--- src/rtl/fp_sum_normalizer_if.sv ---
// rtl/fp_sum_normalizer_if.sv - operand/result handshake bundle for fp_sum_normalizer
interface fp_sum_normalizer_if #(
  parameter int MW = 16,
  parameter int EW = 8
) ();
  logic          in_valid;
  logic          in_ready;
  logic [MW:0]   in_sum;
  logic [EW-1:0] in_exp;
  logic          in_sign;
  logic          out_valid;
  logic          out_ready;
  logic [MW-1:0] out_mant;
  logic [EW-1:0] out_exp;
  logic          out_sign;
  logic          out_zero;
  logic          out_ovf;
  logic          out_unf;

  modport master (
    output in_valid, in_sum, in_exp, in_sign, out_ready,
    input  in_ready, out_valid, out_mant, out_exp, out_sign, out_zero, out_ovf, out_unf
  );

  modport slave (
    input  in_valid, in_sum, in_exp, in_sign, out_ready,
    output in_ready, out_valid, out_mant, out_exp, out_sign, out_zero, out_ovf, out_unf
  );
endinterface

--- src/rtl/fp_sum_normalizer.sv ---
// rtl/fp_sum_normalizer.sv - iterative post-add normalizer; NORM_ROUND_EN adds RNE on carry-out
// One left shift per NORM cycle; exponent saturates instead of wrapping.
module fp_sum_normalizer #(
  parameter int MW = 16,
  parameter int EW = 8
) (
  input  logic                clk,
  input  logic                rst,
  fp_sum_normalizer_if.slave  bus,
  output logic                busy
);

  typedef enum logic [1:0] {IDLE, NORM, DONE} state_t;

  state_t        r_state, w_state_nxt;
  logic [MW:0]   r_m, w_m_nxt;
  logic [EW-1:0] r_e, w_e_nxt;
  logic          r_s, w_s_nxt;
  logic [MW-1:0] r_mant, w_mant;
  logic [EW-1:0] r_exp, w_exp;
  logic          r_sign, w_sign;
  logic          r_zero, w_zero;
  logic          r_ovf, w_ovf;
  logic          r_unf, w_unf;
  logic          w_load;
  logic          w_e_sat;

  // e+1 would reach (or pass) all-ones, i.e. the result is infinity
  assign w_e_sat = &r_e[EW-1:1];

  always_comb begin
    w_state_nxt = r_state;
    w_m_nxt     = r_m;
    w_e_nxt     = r_e;
    w_s_nxt     = r_s;
    w_load      = 1'b0;
    w_mant      = '0;
    w_exp       = '0;
    w_sign      = r_s;
    w_zero      = 1'b0;
    w_ovf       = 1'b0;
    w_unf       = 1'b0;
    case (r_state)
      IDLE: begin
        if (bus.in_valid) begin
          w_m_nxt     = bus.in_sum;
          w_e_nxt     = bus.in_exp;
          w_s_nxt     = bus.in_sign;
          w_state_nxt = NORM;
        end
      end
      NORM: begin
        if (r_m == '0) begin
          w_zero      = 1'b1;
          w_sign      = 1'b0;
          w_load      = 1'b1;
          w_state_nxt = DONE;
        end else if (r_m[MW]) begin
          if (w_e_sat) begin
            w_ovf       = 1'b1;
            w_exp       = '1;
            w_load      = 1'b1;
            w_state_nxt = DONE;
          end
`ifdef NORM_ROUND_EN
          // Round up in place; the next cycle re-enters case 2 or 3 with e already bumped
          else if (r_m[1] && r_m[0]) begin
            w_m_nxt = {1'b0, r_m[MW:1]} + (MW+1)'(1);
            w_e_nxt = r_e + EW'(1);
          end
`endif
          else begin
            w_mant      = r_m[MW:1];
            w_exp       = r_e + EW'(1);
            w_load      = 1'b1;
            w_state_nxt = DONE;
          end
        end else if (r_m[MW-1]) begin
          w_mant      = r_m[MW-1:0];
          w_exp       = r_e;
          w_load      = 1'b1;
          w_state_nxt = DONE;
        end else if (r_e == '0) begin
          w_unf       = 1'b1;
          w_mant      = r_m[MW-1:0];
          w_load      = 1'b1;
          w_state_nxt = DONE;
        end else begin
          w_m_nxt = {r_m[MW-1:0], 1'b0};
          w_e_nxt = r_e - EW'(1);
        end
      end
      DONE: begin
        if (bus.out_ready) w_state_nxt = IDLE;
      end
      default: w_state_nxt = IDLE;
    endcase
  end

  always_ff @(posedge clk) begin
    if (rst) begin
      r_state <= IDLE;
      r_m     <= '0;
      r_e     <= '0;
      r_s     <= 1'b0;
      r_mant  <= '0;
      r_exp   <= '0;
      r_sign  <= 1'b0;
      r_zero  <= 1'b0;
      r_ovf   <= 1'b0;
      r_unf   <= 1'b0;
    end else begin
      r_state <= w_state_nxt;
      r_m     <= w_m_nxt;
      r_e     <= w_e_nxt;
      r_s     <= w_s_nxt;
      if (w_load) begin
        r_mant <= w_mant;
        r_exp  <= w_exp;
        r_sign <= w_sign;
        r_zero <= w_zero;
        r_ovf  <= w_ovf;
        r_unf  <= w_unf;
      end
    end
  end

  assign bus.in_ready  = (r_state == IDLE);
  assign bus.out_valid = (r_state == DONE);
  assign bus.out_mant  = r_mant;
  assign bus.out_exp   = r_exp;
  assign bus.out_sign  = r_sign;
  assign bus.out_zero  = r_zero;
  assign bus.out_ovf   = r_ovf;
  assign bus.out_unf   = r_unf;
  assign busy          = (r_state != IDLE);

endmodule

--- src/flat_wrapper.sv ---
// flat-port wrapper written by rule: the top's interface ports become plain ports
module fp_sum_normalizer_flat 
#(
  parameter int MW = 16,
  parameter int EW = 8
)
  (clk, rst, busy, bus_in_valid, bus_in_sum, bus_in_exp, bus_in_sign, bus_out_ready, bus_in_ready, bus_out_valid, bus_out_mant, bus_out_exp, bus_out_sign, bus_out_zero, bus_out_ovf, bus_out_unf);
  fp_sum_normalizer_if #(.MW(MW), .EW(EW)) bus_i ();
  input  logic clk;
  input  logic rst;
  output logic busy;
  input wire logic [$bits(bus_i.in_valid)-1:0] bus_in_valid;
  input wire logic [$bits(bus_i.in_sum)-1:0] bus_in_sum;
  input wire logic [$bits(bus_i.in_exp)-1:0] bus_in_exp;
  input wire logic [$bits(bus_i.in_sign)-1:0] bus_in_sign;
  input wire logic [$bits(bus_i.out_ready)-1:0] bus_out_ready;
  output wire logic [$bits(bus_i.in_ready)-1:0] bus_in_ready;
  output wire logic [$bits(bus_i.out_valid)-1:0] bus_out_valid;
  output wire logic [$bits(bus_i.out_mant)-1:0] bus_out_mant;
  output wire logic [$bits(bus_i.out_exp)-1:0] bus_out_exp;
  output wire logic [$bits(bus_i.out_sign)-1:0] bus_out_sign;
  output wire logic [$bits(bus_i.out_zero)-1:0] bus_out_zero;
  output wire logic [$bits(bus_i.out_ovf)-1:0] bus_out_ovf;
  output wire logic [$bits(bus_i.out_unf)-1:0] bus_out_unf;
  assign bus_i.in_valid = bus_in_valid;
  assign bus_i.in_sum = bus_in_sum;
  assign bus_i.in_exp = bus_in_exp;
  assign bus_i.in_sign = bus_in_sign;
  assign bus_i.out_ready = bus_out_ready;
  assign bus_in_ready = bus_i.in_ready;
  assign bus_out_valid = bus_i.out_valid;
  assign bus_out_mant = bus_i.out_mant;
  assign bus_out_exp = bus_i.out_exp;
  assign bus_out_sign = bus_i.out_sign;
  assign bus_out_zero = bus_i.out_zero;
  assign bus_out_ovf = bus_i.out_ovf;
  assign bus_out_unf = bus_i.out_unf;
  fp_sum_normalizer #(.MW(MW), .EW(EW)) u_core (.clk(clk), .rst(rst), .bus(bus_i), .busy(busy));
endmodule
--- config.mk ---
export PLATFORM = sky130hd
export DESIGN_NAME = fp_sum_normalizer_flat
export DESIGN_NICKNAME = d
export VERILOG_FILES = /design/src/rtl/fp_sum_normalizer_if.sv /design/src/rtl/fp_sum_normalizer.sv /design/src/flat_wrapper.sv
export SDC_FILE = /design/constraint.sdc
export NUM_CORES = 1
export LEC_CHECK = 0
export ABC_CLOCK_PERIOD_IN_PS = 2300
export CAP_MARGIN = 40
export CORE_ASPECT_RATIO = 0.8
export CORE_UTILIZATION = 37
export CTS_CLUSTER_SIZE = 28
export DETAILED_ROUTE_END_ITERATION = 16
export PLACE_DENSITY = 0.6
export SYNTH_ARGS = -nofsm -noshare
export SYNTH_HDL_FRONTEND = slang
export SYNTH_SLANG_ARGS = --single-unit
--- constraint.sdc ---
create_clock -name clk -period 2.3 [get_ports clk]
set_input_delay 0.46 -clock clk [delete_from_list [all_inputs] [get_ports clk]]
set_output_delay 0.46 -clock clk [all_outputs]
set_load 0.01 [all_outputs]
==> results of run 1 <==
## metal layers
layer	GRT usage (%)	routed length [um]	vias to the layer above
met1	30.00	4367	1440
met2	30.76	3875	112
li1	-	-	1535
met5	0	0	-
met3	4.294	620	7
met4	4.805	70	0
## cell usage after synthesis (2+ instances only)
cell,number,area share (%)
and3_1,4,0.81
nand4_1,4,0.81
a21oi_1,44,7.1
nor2_4,2,0.72
buf_4,2,0.48
buf_6,5,1.8
nor3_1,6,0.97
o211ai_1,7,1.7
mux2i_1,2,0.64
nand2_1,36,4.3
and4_1,2,0.56
o21ai_0,8,1.3
dfxtp_1,56,36
or3_1,3,0.60
buf_2,11,1.8
inv_1,18,2.2
o31ai_1,4,0.97
o22ai_1,14,2.8
nor2_1,40,4.8
ha_1,2,0.81
or2_2,2,0.40
a32oi_1,16,4.5
o31a_1,14,3.9
clkbuf_1,17,2.1
nor2b_1,4,0.81
nand3_1,15,2.4
buf_1,2,0.24
a211oi_1,19,4.6
nand2b_1,4,0.81
a31oi_1,3,0.60
## kinds of logic after synthesis
group,Yosys count
buf+inv,55
compound gates,140
fa+ha+maj,2
xor+xnor,1
mux,3
simple gates,133
flops,56
## state kept, by name, indices dropped and copies added (netlist names)
register	count
u_core.bus.out_exp	8
u_core.bus.out_mant	16
u_core.bus.out_ovf	1
u_core.bus.out_sign	1
u_core.bus.out_unf	1
u_core.bus.out_zero	1
u_core.r_e	8
u_core.r_m	17
u_core.r_s	1
u_core.r_state	2
## worst paths after layout
kind	from	to	slack [ps]	depth (start not counted)
worst max-delay path	u_core.r_e[0]$_SDFFE_PP0P_	u_core.r_e[0]$_SDFFE_PP0P_	160	7
worst min-delay path	u_core.bus.out_exp[0]$_SDFFE_PP0P_	u_core.bus.out_exp[0]$_SDFFE_PP0P_	470	2
worst max register to register	u_core.r_e[0]$_SDFFE_PP0P_	u_core.r_e[0]$_SDFFE_PP0P_	160	7
worst min register to register	u_core.bus.out_exp[0]$_SDFFE_PP0P_	u_core.bus.out_exp[0]$_SDFFE_PP0P_	470	2
## tightest hold or removal path, cell delays in order (launching register included)
cell and delay [ps]:
dfxtp_1 320, nand3_1 60, a21oi_1 60
## layout make-up
type                            count  area (um^2)  share of cell area, %
Timing Repair Buffer               82        773.2                  19.78
Sequential cell                    56         1121                  28.67
Tap cell                          108        135.1                  3.456
Multi-Input combinational cell    279         1723                  44.06
Clock buffer                        8        90.09                  2.304
Inverter                           18        67.56                  1.728
## layout by cell type, fill, tap and decap left out, drive strengths merged, types with 2 or more instances in the layout
cell	synthesis	final
nor2	43	43
nand2	38	38
o22ai	14	14
o31a	14	14
a32oi	16	16
a211oi	19	19
or3	3	3
o211ai	7	7
dfxtp	56	56
or2	3	3
o31ai	4	4
ha	2	2
o21ai	9	9
buf	20	23
a221oi	2	2
nor3	6	6
and4	2	2
a31oi	4	4
nand2b	4	4
a21oi	44	44
clkbuf	17	8
nand3	15	15
inv	18	18
and3	4	4
nor2b	4	4
mux2i	2	2
nand4	4	4
clkdlybuf4s50	0	59
## per-stage QoR
stage	worst slack, ps	instance area (um^2)
final	158.2	3910
after global routing	37.03	3910
after CTS	166.0	3910
after detailed placement	105.9	3820
after global placement	178.5	3820
after floorplan	356.1	3107
## power by group through the flow
stage               clock network [mW]  registers, mW  logic (mW)
global route                     0.619           1.23        1.18
finish                           0.562           1.21        1.07
CTS                              0.575           1.21        1.07
detailed placement                   0           1.23        1.07
floorplan                            0           1.18       0.780
global placement                     0           1.23        1.06
==> impl_metrics.ini, run 1 <==
[sta]
worst_hold_slack_ps = 474.0
tightest_slew_ps = 560.6
rsz0062_at_grt = false
setup_viol = 0
slew_violations = 0
finalCriticalPeriod_ps = 2142
timing.fmax_mhz = 466.9
finalHoldViolCount = 0
slew_headroom_pct = 62.49
fin_skew_ps = 10.84
finalCritPeriodShare_pct = 93.12
fin_tns_setup_ps = 0

[clock_tree]
htree_levels = 2
clock_sink_count = 56
ctsHoldBuffers = 0
insertion_delay_ps = 310
root_buffer = clkbuf_8
cts_resized = 0
clk_pin_slew_worst_paths_ps = 100
cts_tree = yes
numCtsBuffers = 5
ctsLongestPathBuffers = 2
cts_setup_buffers = 0

[logic_synthesis]
ys_async_sr_fraction_pct = 0
seq_area_frac_synth_pct = 36.09
synth_nets = 422
ys_ff_latch = 56
synth_cell_type_count = 54
synth_top_family_by_area = compound AO/OA/AOI/OAI gates
synthSimpleGateAreaFrac_pct = 21.51
synth_edf_count = 0
synthXorXnorAreaFrac_pct = 0.2819
syn_inst = 390
synth_area_um2 = 3107
synth_compound_area_share_pct = 31.78
syn_area_per_cell_um2 = 7.966
dominantRegCellSynth = dfxtp_1
ys_warn_count = 0
synth_adder_area_share_pct = 0.8055
synthMuxAreaShare_pct = 1.007

[worst_setup_path]
required_ps = 2520
crit_chain = inv_1 -> ha_1 -> nor4b_4 -> nand2_2 -> a31oi_4 -> nor2_4 -> a221oi_1
crit_type = reg2reg
critPathBufInv = 1
cp_top_family = simple AND/OR/NAND/NOR gates
max_stage_delay_ps = 390
start_kind = flip-flop
crit_fanout = 17
critPathSlowestCell = dfxtp_1
crit_arrival_ps = 2360
crit_path_end_kind = flip-flop

[global_route]
antenna_found_initial = 0
grt-ovfl-total = 0
grt.total_usage_pct = 20.61
grt_max_degree = 30
grt_pass1_vias = 2898
grt_pass1_wl_um = 14580

[pwr]
power_density_nw_per_um2 = 727.9
combPwrFrac_pct = 37.7
switchingPower_mw = 1.058
p_sw_share_pct = 37.17
p_seq_share_pct = 42.5
p_int_mw = 1.788
leakagePower_nw = 1.382
clkPwrFrac_pct = 19.7
power_mw = 2.846
peakVddDrop_v = 0.0002712

[floorplanning]
coreArea_um2 = 8019
die-area_um2 = 8770
rows = 29
die-height_um = 83.96
die_width_um = 104.5
ios = 61
initial_core_util_pct = 38.74

[drt]
drt_iter0_drc = 227
antenna_left = 0
via_per_inst = 5.615
drt_wl_total_um = 8932
drc = 0
vias = 3094
wl_per_cell_um = 16.21
drtPass1Iterations = 5

[place]
portBuffers = 60
place_congestion = 0.8503
dp_hpwl_um = 6296
dp.cells = 543

[layout]
fin_cells = 551
diodes = 0
nets = 474
final_util_pct = 48.76
area.growth.synth_to_final_pct = 25.86
drive_above_1_share_pct = 10.16
fill_cells = 802

[worst_hold_path]
hold_path.class = reg2reg

[flow_run]
max_cap_violations = 0

[run_status]
status = completed
Note: power is estimated with default switching activity, not from simulation.
==> run 2, diff against run 1 <==
--- a/config.mk
+++ b/config.mk
@@ -11,6 +11,7 @@
 export CORE_UTILIZATION = 37
 export CTS_CLUSTER_SIZE = 28
 export DETAILED_ROUTE_END_ITERATION = 16
+export GPL_ROUTABILITY_DRIVEN = 1
 export PLACE_DENSITY = 0.6
 export SYNTH_ARGS = -nofsm -noshare
 export SYNTH_HDL_FRONTEND = slang
==> results of run 2 <==
No change in the layout: final DEF, timing and power equal those of run 1.
==> run 3, diff against run 2 <==
--- a/config.mk
+++ b/config.mk
@@ -7,7 +7,6 @@
 export LEC_CHECK = 0
 export ABC_CLOCK_PERIOD_IN_PS = 2300
 export CAP_MARGIN = 40
-export CORE_ASPECT_RATIO = 0.8
 export CORE_UTILIZATION = 37
 export CTS_CLUSTER_SIZE = 28
 export DETAILED_ROUTE_END_ITERATION = 16
==> run 3 against run 2 <==
Net effect: sequential power hardly changed; via count increased by 1.3%; setup slack gained 69 ps; global-route usage hardly changed; total power increased by 4.2%; register-to-register slack gained 70 ps; utilization fell by 0.53 points; critical path depth stayed put.
==> impl_metrics.ini, run 3 (synthesis results as in run 1) <==
[sta]
fin_tns_setup_ps = 0
finalCriticalPeriod_ps = 2073
rsz0062_at_grt = false
finalHoldViolCount = 0
setup_viol = 0
finalCritPeriodShare_pct = 90.13
slew_violations = 0
fin_skew_ps = 8.554
tightest_slew_ps = 535.5
slew_headroom_pct = 64.17
timing.fmax_mhz = 482.4

[worst_hold_path]
hold_path.class = reg2reg

[global_route]
grt_max_degree = 37
grt_pass1_vias = 2904
grt_pass1_wl_um = 14320
grt-ovfl-total = 0
grt.total_usage_pct = 20.64
antenna_found_initial = 0

[layout]
area.growth.synth_to_final_pct = 26.90
diodes = 0
fin_cells = 550
largest_register_ff_count = 17
final_common_cell = clkdlybuf4s50_1
mostFrequentLayoutCells = clkdlybuf4s50_1 (59), dfxtp_1 (56), a21oi_1 (44)
final_util_pct = 48.22
largest-register = u_core.r_m
drive_above_1_share_pct = 11.01
postLayoutCellArea_um2 = 3943
nets = 476

[clock_tree]
cts_tree = yes
htree_levels = 2
numCtsBuffers = 5
clk_pin_slew_worst_paths_ps = 100
ctsLongestPathBuffers = 2
ctsHoldBuffers = 0
insertion_delay_ps = 320
clock_sink_count = 56
root_buffer = clkbuf_8

[place]
portBuffers = 60
dp.cells = 539
postPlaceCellArea_um2 = 3809
dp_hpwl_um = 6128
place_congestion = 0.9530

[floorplanning]
coreArea_um2 = 8175
die-height_um = 93.63
initial_core_util_pct = 38.00
die_width_um = 93.63
die-area_um2 = 8767
ios = 61
rows = 33

[drt]
drt_wl_total_um = 8691
drtPass1Iterations = 4
wl_per_cell_um = 15.80
antenna_left = 0
via_per_inst = 5.700
vias = 3135
drt_iter0_drc = 151
drc = 0

[pwr]
leakagePower_nw = 1.399
power_density_nw_per_um2 = 752.5
peakVddDrop_v = 0.0003009

[worst_setup_path]
crit_arrival_ps = 2280
reg2reg_depth = 7
regToRegStartpoint = u_core.r_e[0]$_SDFFE_PP0P_
required_ps = 2510
crit_fanout = 27
endpoint = u_core.bus.out_exp[6]$_SDFFE_PP0P_
rr_endpoint = u_core.bus.out_exp[6]$_SDFFE_PP0P_
start_kind = flip-flop
crit_path_end_kind = flip-flop
ff2ff_setup_slack_ps = 230
crit_type = reg2reg
crit_start = u_core.r_e[0]$_SDFFE_PP0P_

[flow_run]
max_cap_violations = 0

[run_status]
status = completed
run 3: cell types whose count changed in the layout (fill, tap and decap cells not counted):
cell,previous run,this run
buf_4,21,23
clkbuf_1,2,0
bufinv_16,0,1
clkbuf_8,6,5
clkinv_2,0,1
clkinvlp_4,0,1
run 3: critical path: stages (launching register included):
cell     delay (ps)
dfxtp_1         390
inv_1           120
ha_1            210
or4b_4          510
o21ai_4         200
nand2_4         220
a32oi_1         270
nor2_1           50
run 3: final cells by class:
type / instances / area [um^2]
well taps: 105 / 131.4
clock buffers: 5 / 68.82
clock inverters: 3 / 42.54
repair buffers: 84 / 788.3
multi-input cells: 279 / 1723
inverters: 18 / 67.56
flip-flops and latches: 56 / 1121
fillers: 840 / 4233
run 3: worst min-delay path by stage:
stage / cells past startpoint / startpoint / end
floorplan: 2 / u_core.r_s$_SDFFE_PP0P_ / u_core.bus.out_sign$_SDFFE_PP0P_
global placement: 2 / u_core.bus.out_exp[7]$_SDFFE_PP0P_ / u_core.bus.out_exp[7]$_SDFFE_PP0P_
detailed placement: 2 / u_core.bus.out_exp[0]$_SDFFE_PP0P_ / u_core.bus.out_exp[0]$_SDFFE_PP0P_
CTS: 2 / rst / u_core.r_m[13]$_SDFFE_PP0P_
global route: 2 / rst / u_core.r_m[13]$_SDFFE_PP0P_
finish: 2 / u_core.bus.out_exp[0]$_SDFFE_PP0P_ / u_core.bus.out_exp[0]$_SDFFE_PP0P_
run 3: metrics by stage:
| stage | setup WS, ps | hold WS, ps | power [mW] |
|---|---|---|---|
| floorplan | 356.1 | 453.1 | 1.961 |
| global placement | 190.1 | 457.9 | 2.289 |
| detailed placement | 147.4 | 460.1 | 2.296 |
| CTS | 136.3 | 456.7 | 2.958 |
| global route | 27.61 | 476.4 | 3.146 |
| finish | 227.0 | 468.9 | 2.967 |
run 3: power breakdown:
part / total, mW / switching (mW) / internal [mW]
sequential: 1.21 / 0.136 / 1.07
clock: 0.667 / 0.344 / 0.323
combinational: 1.09 / 0.602 / 0.486
total: 2.97 / 1.08 / 1.88
run 3: what timing repair did:
action,in CTS,in global routing
setup buffers,0,3
endpoints found under the setup margin,0,6
gates resized for setup,0,0
endpoints found under the hold margin,0,0
run 3: routing by layer:
layer / vias to the layer above / track usage [%] / wire length [um]
li1: 1543 / - / -
met1: 1474 / 28.39 / 4007
met2: 99 / 32.60 / 3985
met3: 19 / 3.171 / 445
met4: 0 / 7.308 / 252
met5: - / 0 / 0
